===== src/rtl/bin_to_onehot_scan.sv =====
// bin_to_onehot_scan: registered N-to-2^N one-hot select with an active-low
// enable, direct decode, up/down auto-scan with programmable dwell, and hold.
// idx, Y, step and wrap all update on the same edge, so downstream logic sees
// the select change and its pulses together.
module bin_to_onehot_scan #(
  parameter int N              = 4,
  parameter int DWELL          = 4,
  parameter bit OUT_ACTIVE_LOW = 1'b0
) (
  input  logic                clk,
  input  logic                rst_n,
  input  logic                E,
  input  logic [1:0]          mode,
  input  logic [N-1:0]        X,
  input  logic                in_valid,
  output logic [(1<<N)-1:0]   Y,
  output logic [N-1:0]        idx,
  output logic                step,
  output logic                wrap
);

  localparam int             W         = 1 << N;
  localparam int             DW        = (DWELL > 1) ? $clog2(DWELL) : 1;
  localparam logic [DW-1:0]  DCNT_LAST = DW'(DWELL - 1);
  // XOR mask: all-inactive pattern, also used to invert the one-hot word.
  localparam logic [W-1:0]   Y_IDLE    = {W{OUT_ACTIVE_LOW}};

  typedef enum logic [1:0] {
    MODE_DECODE    = 2'b00,
    MODE_SCAN_UP   = 2'b01,
    MODE_SCAN_DOWN = 2'b10,
    MODE_HOLD      = 2'b11
  } mode_e;

  mode_e          mode_cur;
  mode_e          mode_q;
  logic [DW-1:0]  dcnt;
  logic [DW-1:0]  dcnt_next;
  logic [N-1:0]   idx_next;
  logic           wrap_next;
  logic [W-1:0]   y_next;

  assign mode_cur = mode_e'(mode);

  // Next index, dwell count and wrap flag; priority is enable, then mode change, then mode.
  always_comb begin
    // NOTE: every signal driven here gets a default first, so no path can leave it unassigned and infer a latch.
    idx_next  = idx;
    dcnt_next = '0;
    wrap_next = 1'b0;
    if (!E && (mode_cur == mode_q)) begin
      unique case (mode_cur)
        MODE_DECODE: begin
          if (in_valid) idx_next = X;
        end
        MODE_SCAN_UP: begin
          if (dcnt == DCNT_LAST) begin
            idx_next  = idx + N'(1);
            wrap_next = &idx;
          end else begin
            dcnt_next = dcnt + DW'(1);
          end
        end
        MODE_SCAN_DOWN: begin
          if (dcnt == DCNT_LAST) begin
            idx_next  = idx - N'(1);
            wrap_next = ~|idx;
          end else begin
            dcnt_next = dcnt + DW'(1);
          end
        end
        MODE_HOLD: begin
          dcnt_next = dcnt;
        end
        default: ;
      endcase
    end
    // A mode change (or E=1) falls through with idx held and dcnt cleared.
  end

  // One-hot of the next index, inverted for active-low outputs.
  always_comb begin
    y_next = (W'(1) << idx_next) ^ Y_IDLE;
  end

  // State and output registers with synchronous active-low reset.
  always_ff @(posedge clk) begin
    // NOTE: non-blocking assignments keep every register sampling pre-edge values, independent of statement order.
    if (!rst_n) begin
      idx    <= '0;
      dcnt   <= '0;
      mode_q <= MODE_DECODE;
      Y      <= Y_IDLE;
      step   <= 1'b0;
      wrap   <= 1'b0;
    end else begin
      mode_q <= mode_cur;
      idx    <= idx_next;
      dcnt   <= dcnt_next;
      Y      <= E ? Y_IDLE : y_next;
      step   <= (idx_next != idx);
      wrap   <= wrap_next;
    end
  end

endmodule


===== config.mk =====
export PLATFORM = sky130hd
export DESIGN_NAME = bin_to_onehot_scan
export DESIGN_NICKNAME = d
export VERILOG_FILES = /design/src/rtl/bin_to_onehot_scan.sv
export SDC_FILE = /design/constraint.sdc
export NUM_CORES = 1
export LEC_CHECK = 0
export ABC_AREA = 1
export CORE_MARGIN = 5
export CORE_UTILIZATION = 40
export CTS_CLUSTER_SIZE = 24
export DETAILED_ROUTE_END_ITERATION = 12
export PLACE_DENSITY = 0.75
export SETUP_SLACK_MARGIN = 0.4
export SYNTH_ARGS = -nofsm -noshare
export SYNTH_HDL_FRONTEND = slang
export SYNTH_SLANG_ARGS = --single-unit

===== constraint.sdc =====
create_clock -name clk -period 2.5 [get_ports clk]
set_clock_uncertainty 0.2 [all_clocks]
set_input_delay 0.375 -clock clk [delete_from_list [all_inputs] [get_ports clk]]
set_output_delay 0.375 -clock clk [all_outputs]
set_load 0.02 [all_outputs]

==> results.txt, run 1 <==
----------------------------------------------------
[Status]
  Result of the run ... completed

[Place]
  Cells after DPL ... roughly 270
  Detailed placer's ending HPWL ... approximately 2300 um
  Pre-CTS setup slack ... -0.122 ns
  Port-buffer cells ... 31
  Final weighted congestion in routability-driven placement ... between 0.8 and 0.9

[Routing]
  Count of antenna-violating nets left after detailed routing ... 0
  Final wirelength ... 2890 um
  Vias per std cell ... about 4.6
  Final routed DRC violation total ... 0
  Number of detailed-route iterations in the first pass ... 4
  DRC marker count from the first detailed-route iteration ... 47
  Vias ... around 1200
  Routed wirelength normalized by instance count ... about 11 um

[Floorplan]
  Core area ... around 0.0034 mm2
  Number of ports placed on the die boundary ... 32
  Horizontal die dimension ... 69.0 um
  Chip height ... 69.0 um
  Effective utilization at floorplan ... 41.3%
  Number of placement rows ... 21
  DIE AREA ... 0.00475 mm2

[Global route]
  First-pass GRT wire length ... 5110 um
  Remaining global-route overflow ... 0
  Number of antenna violations at the first check in global routing ... 0
  Vias in the first global route ... between 1000 and 1500
  Total global-route track usage ... between 10 and 15%
  Maximum number of pins on one net before global-route repair ... 16

[Clock network]
  Library cell used as clock root buffer ... sky130_fd_sc_hd__clkbuf_4
  Source-to-sink clock delay at the later pin of the worst-skew pair ... between 0.3 and 0.4 ns
  CTS tree ... done
  Worst-case clock buffer depth ... 2
  Clock input transition at the sequential cells of the worst setup and hold paths ... approximately 0.14 ns
  Hold buffers post-CTS ... 0
  H-tree levels ... 1
  Number of sinks handled by clock tree synthesis ... 26
  Inserted Clock Buffers ... 3

[Power]
  Pwr dens ... a little under 500 mW/mm2
  Worst IR drop on VDD ... between 300 and 400 uV
  Overall power consumption ... 0.000899 W
  Leakage component of the power ... 0.796 nW

[Final layout]
  Number of antenna cells inserted ... 0
  Number of non-filler instances in the completed layout ... ~270
  Layout cells sized above 1 ... between 10% and 20%
  Layout-stage area growth over the synthesis result ... 33.0%
  Final-stage net count ... 246

[Synthesis]
  Net Count, Synth ... approximately 210
  Share of synthesized registers carrying an async set or reset ... 0%
  Average footprint of a synthesized cell ... 7.35 um2
  Sequential share of the synthesized area ... a little under two fifths
  Synth Register Bits ... 26
  Summed instance area of the synthesized netlist ... ~0.0014 mm2
  Most frequently used flop master after synthesis ... sky130_fd_sc_hd__dfxtp_1
  Post-synth EDFFs ... 0
  Synthesized instance count ... ~190
  Count of warnings emitted by yosys ... 0
  Distinct cell type count of the synthesized netlist ... 26

[Run]
  Max-capacitance violation count ... 0

[Timing]
  Minimum period implied by the final worst setup slack ... 2.02 ns
  Final Setup Violations ... 0
  Max-slew violation count ... 0
  Worst slew margin relative to its limit ... between 70% and 80%
  Final cycle utilization of the critical path ... between 80% and 90%
  RSZ-0062 raised after global routing ... no
  Max Clk Rate ... 494 MHz
  Minimum setup slack in the final design ... 0.477 ns
  Number of hold violations in the final report ... 0
  Transition time at the pin with the least slew margin ... 0.417 ns

[Setup path]
  Worst-path maximum fanout ... 6
  Crit start category ... register
  WS Path Type ... reg -> out
  Data arrival time of the critical path ... 1.45 ns
  Critical path capture point type ... output pin
  WP data required ... 1.92 ns

[Min path]
  Type of the most critical hold path ... in -> reg

----------------------------------------------------
## through the flow
stage	cell area [um2]	utilization, %	TNS (ns)	hold WS (ns)
floorplan	1390	-	0	0.246
global placement	1770	52.7	-0.376	0.260
detailed placement	1770	52.7	-0.848	0.273
CTS	1820	54.2	0	0.284
global route	1850	55.0	0	0.306
finish	1850	55.0	0	0.300
## flip-flops by register name, indices dropped and copies added (netlist names)
register,cells
Y,16
dcnt,2
idx,4
mode_q,2
step,1
wrap,1
## critical path, stage by stage, from the launching register on
cell	delay [ns]
sky130_fd_sc_hd__dfxtp_1	0.36
sky130_fd_sc_hd__buf_4	0.16
sky130_fd_sc_hd__clkdlybuf4s50_1	0.61
## routing by layer
layer | wire length (um) | share of wire [%] | vias up | GRT usage, %
met2 | 1420 | 49 | 24 | 24.0
met4 | 34 | 1.2 | 0 | 5.11
li1 | - | - | 669 | -
met3 | 103 | 3.6 | 2 | 2.92
met5 | 0 | 0 | - | 0
met1 | 1330 | 46 | 554 | 17.5
## cell usage after synthesis, types with 2 or more instances
| cell type | instances | area, um2 |
|---|---|---|
| sky130_fd_sc_hd__nand2_1 | 39 | 146 |
| sky130_fd_sc_hd__nor2_1 | 27 | 101 |
| sky130_fd_sc_hd__dfxtp_1 | 26 | 521 |
| sky130_fd_sc_hd__nand3_1 | 22 | 110 |
| sky130_fd_sc_hd__inv_1 | 21 | 78.8 |
| sky130_fd_sc_hd__ha_1 | 9 | 113 |
| sky130_fd_sc_hd__nor2_2 | 7 | 43.8 |
| sky130_fd_sc_hd__inv_2 | 6 | 22.5 |
| sky130_fd_sc_hd__nand2_2 | 6 | 37.5 |
| sky130_fd_sc_hd__a21oi_1 | 4 | 20.0 |
| sky130_fd_sc_hd__o21ai_0 | 4 | 20.0 |
| sky130_fd_sc_hd__nand2_4 | 2 | 22.5 |
| sky130_fd_sc_hd__o21ai_1 | 2 | 10.0 |
| sky130_fd_sc_hd__o21ai_4 | 2 | 32.5 |
## logic make-up after synthesis
family | share of synthesized area [%]
simple gates | 37.6
compound gates | 8.73
fa+ha+maj | 8.10
buf+inv | 8.10
flops | 37.4
## placed cells by master, fill, tap and decap left out, types with 3 or more instances in the layout
cell                              instances
sky130_fd_sc_hd__clkdlybuf4s50_1         29
sky130_fd_sc_hd__o21ai_4                  3
sky130_fd_sc_hd__nor2_1                  27
sky130_fd_sc_hd__nor2_2                   7
sky130_fd_sc_hd__nand2_2                  6
sky130_fd_sc_hd__nand2_1                 39
sky130_fd_sc_hd__o21ai_0                  3
sky130_fd_sc_hd__dfxtp_1                 24
sky130_fd_sc_hd__nand3_1                 22
sky130_fd_sc_hd__ha_1                     8
sky130_fd_sc_hd__inv_2                    6
sky130_fd_sc_hd__buf_4                    3
sky130_fd_sc_hd__clkbuf_4                 3
sky130_fd_sc_hd__a21oi_1                  3
sky130_fd_sc_hd__inv_1                   21
sky130_fd_sc_hd__o21ai_1                  3
## worst paths after layout
kind | end | depth (start not counted) | slack (ns) | start
worst max-delay path | idx[1] | 2 | 0.48 | idx[1]
worst min-delay path | mode_q[1] | 3 | 0.30 | mode[1]
worst max register to register | Y[8] | 13 | 0.61 | idx[0]
worst min register to register | dcnt[1] | 2 | 0.32 | dcnt[1]
## final cells by class
class	instances	area (um2)
repair buffers	34	330
clock buffers	3	22.5
fillers	344	1510
inverters	28	105
flip-flops and latches	26	523
multi-input cells	134	781
well taps	46	57.6
clock inverters	1	30.0
## report_power, final
group          switching (W)  internal [W]
logic               0.000110     0.0000709
clock network       0.000122      0.000162
registers         0.00000862      0.000426
total               0.000240      0.000659
## timing repair
| action | 4_1_cts | 5_1_grt |
|---|---|---|
| buffers inserted | 0 | 0 |
| setup endpoints to repair | 18 | 18 |
| pin swaps | 0 | 0 |
| resized for setup | 4 | 5 |
Note: power is estimated with default switching activity, not from simulation.
==> inputs of run 2 (changes only) <==
==> constraint.sdc (replaced) <==
create_clock -name clk -period 1.9 [get_ports clk]
set_clock_uncertainty 0.2 [all_clocks]
set_input_delay 0.285 -clock clk [delete_from_list [all_inputs] [get_ports clk]]
set_output_delay 0.285 -clock clk [all_outputs]
set_load 0.02 [all_outputs]
==> run 2 against run 1 <==
Against the previous run: final cell count grew 12%; global-route usage grew 2.1 points; clock power grew 35%; first-iteration DRC count grew 110%; sequential power grew 32%; utilization grew 13 points; critical path type is now reg -> reg.
==> results.txt, run 2 (synthesized netlist as in run 1, its figures left out) <==
----------------------------------------------------
[Routing]
  Final routed DRC violation total ... 0
  Routed wirelength normalized by instance count ... 12.3 um
  Vias per std cell ... approximately 4.8
  DRC marker count from the first detailed-route iteration ... 97
  Highest metal layer with signal wires ... met4
  WL met2 ... slightly below 2000 um
  Final wirelength ... roughly 3700 um
  Vias ... between 1000 and 1500
  Routed met1 length ... around 1600 um
  Count of antenna-violating nets left after detailed routing ... 0
  Routed length on met3 ... 190 um
  Number of detailed-route iterations in the first pass ... 5

[Status]
  Result of the run ... completed

[Clock network]
  Library cell used as clock root buffer ... sky130_fd_sc_hd__clkbuf_4
  Worst-case clock buffer depth ... 2
  Source-to-sink clock delay at the later pin of the worst-skew pair ... 0.32 ns
  Inserted Clock Buffers ... 3
  H-tree levels ... 1
  Clock input transition at the sequential cells of the worst setup and hold paths ... ~0.14 ns
  Number of sinks handled by clock tree synthesis ... 26
  Hold buffers post-CTS ... 0
  CTS tree ... done

[Min path]
  WHS Endpoint ... mode_q[0]
  Cells on Worst Hold Path ... 3
  Type of the most critical hold path ... in -> reg
  Worst hold start ... mode[0]

[Setup path]
  Endpoint of the lowest-slack register-to-register path ... Y[12]
  Data arrival time of the critical path ... 1.94 ns
  WS Path Type ... reg -> reg
  Maximum cell stage delay along the critical path ... 0.42 ns
  Cell at the slowest stage of the critical path ... sky130_fd_sc_hd__dfxtp_4
  FF-to-FF setup slack ... 0.04 ns
  Crit start category ... register
  Cell depth of the worst flop-to-flop path ... 12
  Series of cell instances along the critical path ... inv_6 -> ha_4 -> nand2_2 -> nand3_2 -> nand2_2 -> a21oi_2 -> nand2_2 -> o21ai_4 -> nand2_2 -> clkinv_2 -> nand2_2 -> nor2_1
  Reg2Reg Launch Point ... idx[1]
  Cell occurring most often along the worst timing path ... sky130_fd_sc_hd__nand2_2
  Worst-path maximum fanout ... 6
  WP data required ... ~2 ns
  Critical path capture point type ... register

[Floorplan]
  Chip height ... around 69 um
  DIE AREA ... 0.00475 mm2
  Horizontal die dimension ... 69.0 um
  Core area ... approximately 0.0034 mm2
  Effective utilization at floorplan ... between 40 and 50%
  Number of placement rows ... 21
  Number of ports placed on the die boundary ... 32

[Power]
  Pwr dens ... about 570 mW/mm2
  Worst IR drop on VDD ... ~500 uV
  Overall power consumption ... about 0.0013 W
  Leakage component of the power ... slightly above 1 nW

[Timing]
  Worst slew margin relative to its limit ... between 70% and 80%
  Final cycle utilization of the critical path ... between 90 and 100%
  Max-slew violation count ... 0
  Transition time at the pin with the least slew margin ... 0.319 ns
  Max Clk Rate ... approximately 540 MHz
  Final Setup Violations ... 0
  Number of hold violations in the final report ... 0
  Minimum period implied by the final worst setup slack ... 1.86 ns
  RSZ-0062 raised after global routing ... yes

[Final layout]
  Commonest non-fill, non-tap cells in the layout ... sky130_fd_sc_hd__nand2_1 (30), sky130_fd_sc_hd__buf_4 (30), sky130_fd_sc_hd__nor2_1 (19)
  Number of antenna cells inserted ... 0
  Layout cells sized above 1 ... between 40% and 50%
  Largest register FFs ... 16
  Number of non-filler instances in the completed layout ... 304
  Most flop-heavy register ... Y
  Layout-stage area growth over the synthesis result ... 65.3%
  Final-stage net count ... about 280
  Largest registers in the final layout ... Y: 16 flops, idx: 4 flops

[Global route]
  Maximum number of pins on one net before global-route repair ... 16
  Number of antenna violations at the first check in global routing ... 0
  Vias in the first global route ... 1356
  Total global-route track usage ... around 16%
  First-pass GRT wire length ... between 5000 and 6000 um
  Remaining global-route overflow ... 0

[Place]
  Port-buffer cells ... 31
  Cells after DPL ... 281
  Final weighted congestion in routability-driven placement ... roughly 0.86
  Detailed placer's ending HPWL ... between 2000 and 2500 um

[Run]
  Max-capacitance violation count ... 0

----------------------------------------------------
run 2: changes by cell type in the layout (fill, tap and decap cells not counted), moves of 5 or more:
| cell | change |
|---|---|
| sky130_fd_sc_hd__buf_4 | +27 |
| sky130_fd_sc_hd__buf_6 | +8 |
| sky130_fd_sc_hd__clkdlybuf4s15_1 | +13 |
| sky130_fd_sc_hd__clkdlybuf4s50_1 | -22 |
| sky130_fd_sc_hd__dfxtp_1 | -6 |
| sky130_fd_sc_hd__ha_1 | -5 |
| sky130_fd_sc_hd__inv_1 | -5 |
| sky130_fd_sc_hd__nand2_1 | -9 |
| sky130_fd_sc_hd__nand2_2 | +9 |
| sky130_fd_sc_hd__nand3_1 | -10 |
| sky130_fd_sc_hd__nand3_2 | +10 |
| sky130_fd_sc_hd__nor2_1 | -8 |
run 2: per-layer routing:
metal | up-vias | track usage [%]
met5 | - | 0
met4 | 0 | 4.38
met3 | 6 | 3.73
met2 | 37 | 28.5
met1 | 694 | 19.7
li1 | 732 | -
run 2: worst max path at each step:
stage | startpoint | end | slack [ns]
6_report | idx[1] | Y[12] | 0.04
5_1_grt | idx[1] | Y[8] | -0.04
4_1_cts | dcnt[1] | Y[14] | 0.09
3_5_place_dp | mode[1] | Y[12] | -0.50
3_3_place_gp | mode[1] | Y[12] | -0.45
2_1_floorplan | idx[1] | Y[8] | 0.19
run 2: report_power, final:
group          total (W)  switching, W  leakage, nW  internal (W)
sequential      0.000573     0.0000138        0.215      0.000559
clock           0.000384      0.000171       0.0279      0.000213
combinational   0.000342      0.000190        0.785      0.000152
total            0.00130      0.000374         1.03      0.000925
run 2: what timing repair did:
action,in CTS,in global routing
pin swaps,12,10
endpoints found under the setup margin,46,39
resized for setup,71,41
setup buffers,13,6
run 2: cell type report:
cell class                 instances  area, um2
sequential                        26        541
clock buffer                       3       22.5
inverter                          28        114
multi-input combinational        134        953
clock inverter                     1       30.0
tap                               46       57.6
fill                             277       1060
timing repair buffer              66        581
run 2: per-stage QoR:
step                      hold WS, ns  util, %  setup TNS, ns  worst slack (ns)  area (um2)
after floorplan                 0.178        -              0             0.192        1460
after global placement          0.270     57.6          -8.80            -0.453        1940
after detailed placement        0.278     57.6          -9.57            -0.497        1940
after CTS                       0.165     64.6              0            0.0883        2170
after global routing            0.158     68.3         -0.300           -0.0439        2300
final                           0.130     68.3              0            0.0378        2300
run 2: critical path: cells and delay by family, from the launching register on:
family                     cells  cell delay (ns)
adders and majority gates      1             0.27
AOI/OAI and AO/OA              2             0.25
buffers and inverters          2             0.12
and+or+nand+nor                7             0.53
DFF                            1             0.42
==> inputs of run 3 (changes only) <==
--- a/config.mk
+++ b/config.mk
@@ -7,10 +7,10 @@
 export LEC_CHECK = 0
 export ABC_AREA = 1
 export CORE_MARGIN = 5
-export CORE_UTILIZATION = 40
+export CORE_UTILIZATION = 30
 export CTS_CLUSTER_SIZE = 24
 export DETAILED_ROUTE_END_ITERATION = 12
-export PLACE_DENSITY = 0.75
+export PLACE_DENSITY = 0.61
 export SETUP_SLACK_MARGIN = 0.4
 export SYNTH_ARGS = -nofsm -noshare
 export SYNTH_HDL_FRONTEND = slang
==> run 3 against run 2 <==
Against the previous run: register-to-register slack improved by 0.07 ns; largest cell class unchanged; hold slack gained 0.048 ns; critical path depth rose by 1; clock power grew 17%; final area fell by 4.7%; die area up 28%; via count decreased by 6.3%; clock-buffer cell count is the same; utilization fell by 19 points.
==> results.txt, run 3 (synthesized netlist as in run 1, its figures left out) <==
----------------------------------------------------
[Final layout]
  Fill count ... 440
  Most flop-heavy register ... Y
  Layout cells sized above 1 ... a little over two fifths
  Commonest non-fill, non-tap cells in the layout ... sky130_fd_sc_hd__nand2_1 (31), sky130_fd_sc_hd__buf_4 (28), sky130_fd_sc_hd__nor2_1 (22)
  Layout-stage area growth over the synthesis result ... 57.5%
  Final-stage net count ... about 270
  Largest registers in the final layout ... Y: 16 flops, idx: 4 flops
  Number of antenna cells inserted ... 0
  Largest register FFs ... 16
  Commonest non-fill, non-tap cell in the layout ... sky130_fd_sc_hd__nand2_1

[Status]
  Result of the run ... completed

[Place]
  Port-buffer cells ... 31
  Pre-CTS setup slack ... -0.464 ns
  Detailed placer's ending HPWL ... around 2600 um
  Final weighted congestion in routability-driven placement ... 0.786

[Timing]
  RSZ-0062 raised after global routing ... yes
  Worst slew margin relative to its limit ... 80.5%
  Transition time at the pin with the least slew margin ... ~0.29 ns
  Max Clk Rate ... between 500 and 600 MHz
  Number of hold violations in the final report ... 0
  Setup TNS Final ... 0 ns
  Max-slew violation count ... 0
  Minimum period implied by the final worst setup slack ... around 1.8 ns
  Minimum setup slack in the final design ... 0.106 ns
  Final cycle utilization of the critical path ... a little over nine tenths
  Final Setup Violations ... 0

[Power]
  Worst IR drop on VDD ... a little under 400 uV
  Power share of the clock group ... between 30% and 40%
  Internal power consumption ... ~0.001 W
  Switching Share ... 26.6%
  Sequential share of power ... 43.4%
  Combinational fraction of design power ... a little under a quarter
  Leakage component of the power ... about 1.0 nW
  Overall power consumption ... between 0.001 and 0.0015 W
  Switching power summed over all nets ... about 0.00035 W
  Pwr dens ... slightly above 600 mW/mm2

[Setup path]
  WS Path Type ... reg -> reg
  WP data required ... approximately 1.9 ns
  Data arrival time of the critical path ... 1.81 ns
  Critical path capture point type ... register
  FF-to-FF setup slack ... between 0.1 and 0.15 ns
  Worst-path maximum fanout ... 6
  Crit start category ... register

[Floorplan]
  Horizontal die dimension ... slightly below 80 um
  Effective utilization at floorplan ... 31.5%
  DIE AREA ... approximately 0.0061 mm2
  Number of ports placed on the die boundary ... 32
  Chip height ... between 70 and 80 um
  Number of placement rows ... 24
  Core area ... roughly 0.0044 mm2

[Clock network]
  Library cell used as clock root buffer ... sky130_fd_sc_hd__clkbuf_8
  Number of sinks handled by clock tree synthesis ... 26
  Worst-case clock buffer depth ... 2
  Inserted Clock Buffers ... 3
  CTS tree ... done
  Clock input transition at the sequential cells of the worst setup and hold paths ... about 0.090 ns
  Hold buffers post-CTS ... 0
  H-tree levels ... 1
  Source-to-sink clock delay at the later pin of the worst-skew pair ... between 0.2 and 0.3 ns

[Routing]
  Vias ... 1376
  Final wirelength ... about 3400 um
  Count of antenna-violating nets left after detailed routing ... 0
  Number of detailed-route iterations in the first pass ... 4
  Routed wirelength normalized by instance count ... around 11 um
  DRC marker count from the first detailed-route iteration ... 65
  Vias per std cell ... roughly 4.5
  Final routed DRC violation total ... 0

[Run]
  Max-capacitance violation count ... 0

[Global route]
  Total global-route track usage ... 11.4%
  First-pass GRT wire length ... ~5700 um
  Number of antenna violations at the first check in global routing ... 0
  Vias in the first global route ... 1241
  Remaining global-route overflow ... 0
  Maximum number of pins on one net before global-route repair ... 16

[Min path]
  Type of the most critical hold path ... in -> reg

----------------------------------------------------
-- run 3: cell types whose count changed in the layout (fill, tap and decap cells not counted), moves of 3 or more --
cell,delta
sky130_fd_sc_hd__dlygate4sd2_1,+13
sky130_fd_sc_hd__clkdlybuf4s15_1,-12
sky130_fd_sc_hd__buf_6,-8
sky130_fd_sc_hd__clkbuf_4,-3
sky130_fd_sc_hd__clkbuf_8,+3
sky130_fd_sc_hd__clkdlybuf4s15_2,+3
sky130_fd_sc_hd__nand3_2,-3
sky130_fd_sc_hd__nor2_1,+3
-- run 3: what timing repair did --
action / CTS / global route
gates resized for setup: 59 / 11
setup endpoints to repair: 46 / 28
setup buffers: 12 / 1
pin swaps: 14 / 6
-- run 3: power groups by stage --
| stage | Sequential (W) | Combinational, W | Clock (W) |
|---|---|---|---|
| final | 0.000575 | 0.000302 | 0.000448 |
| after global routing | 0.000578 | 0.000333 | 0.000501 |
| after CTS | 0.000575 | 0.000296 | 0.000469 |
| after detailed placement | 0.000590 | 0.000264 | 0 |
| after global placement | 0.000591 | 0.000261 | 0 |
| after floorplan | 0.000603 | 0.000144 | 0 |
-- run 3: worst max-delay path: stages, from the launching register on --
cell and delay [ns]:
sky130_fd_sc_hd__dfxtp_4 0.39, sky130_fd_sc_hd__inv_4 0.05, sky130_fd_sc_hd__ha_4 0.24, sky130_fd_sc_hd__inv_2 0.05
sky130_fd_sc_hd__nand2_1 0.04, sky130_fd_sc_hd__nand3_1 0.06, sky130_fd_sc_hd__nand2_1 0.07, sky130_fd_sc_hd__a21oi_2 0.13
sky130_fd_sc_hd__nand2_2 0.09, sky130_fd_sc_hd__o21ai_4 0.12, sky130_fd_sc_hd__nand2_2 0.09, sky130_fd_sc_hd__clkinv_2 0.06
sky130_fd_sc_hd__nand2_2 0.05, sky130_fd_sc_hd__nor2_2 0.10
-- run 3: area by class of cell --
type                            instances  area, um2  area share, %
Tap cell                               52       65.1           2.97
Timing Repair Buffer                   59        498           22.7
Clock inverter                          1       30.0           1.37
Multi-Input combinational cell        134        907           41.4
Sequential cell                        26        537           24.5
Inverter                               28        111           5.09
Clock buffer                            3       41.3           1.89
-- run 3: per-layer routing --
| metal | vias up | wire [um] | GRT usage (%) |
|---|---|---|---|
| li1 | 719 | - | - |
| met1 | 627 | 1490 | 14.2 |
| met2 | 28 | 1690 | 19.5 |
| met3 | 2 | 166 | 2.63 |
| met4 | 0 | 36 | 3.21 |
| met5 | - | 0 | 0 |
-- run 3: path summary, 6_finish.rpt --
check                from         to  depth (start not counted)
setup reg to reg   idx[1]      Y[12]                         13
setup / recovery   idx[1]      Y[12]                         13
hold / removal    mode[0]  mode_q[0]                          3
hold reg to reg    idx[2]       wrap                          2
-- run 3: metrics by stage --
stage | cell area, um2 | hold slack [ns] | instances | util (%)
2_1_floorplan | 1460 | 0.178 | 189 | -
3_3_place_gp | 1940 | 0.271 | 286 | 43.9
3_5_place_dp | 1940 | 0.278 | 286 | 43.9
4_1_cts | 2160 | 0.181 | 302 | 48.8
5_1_grt | 2190 | 0.189 | 303 | 49.6
6_report | 2190 | 0.177 | 303 | 49.6
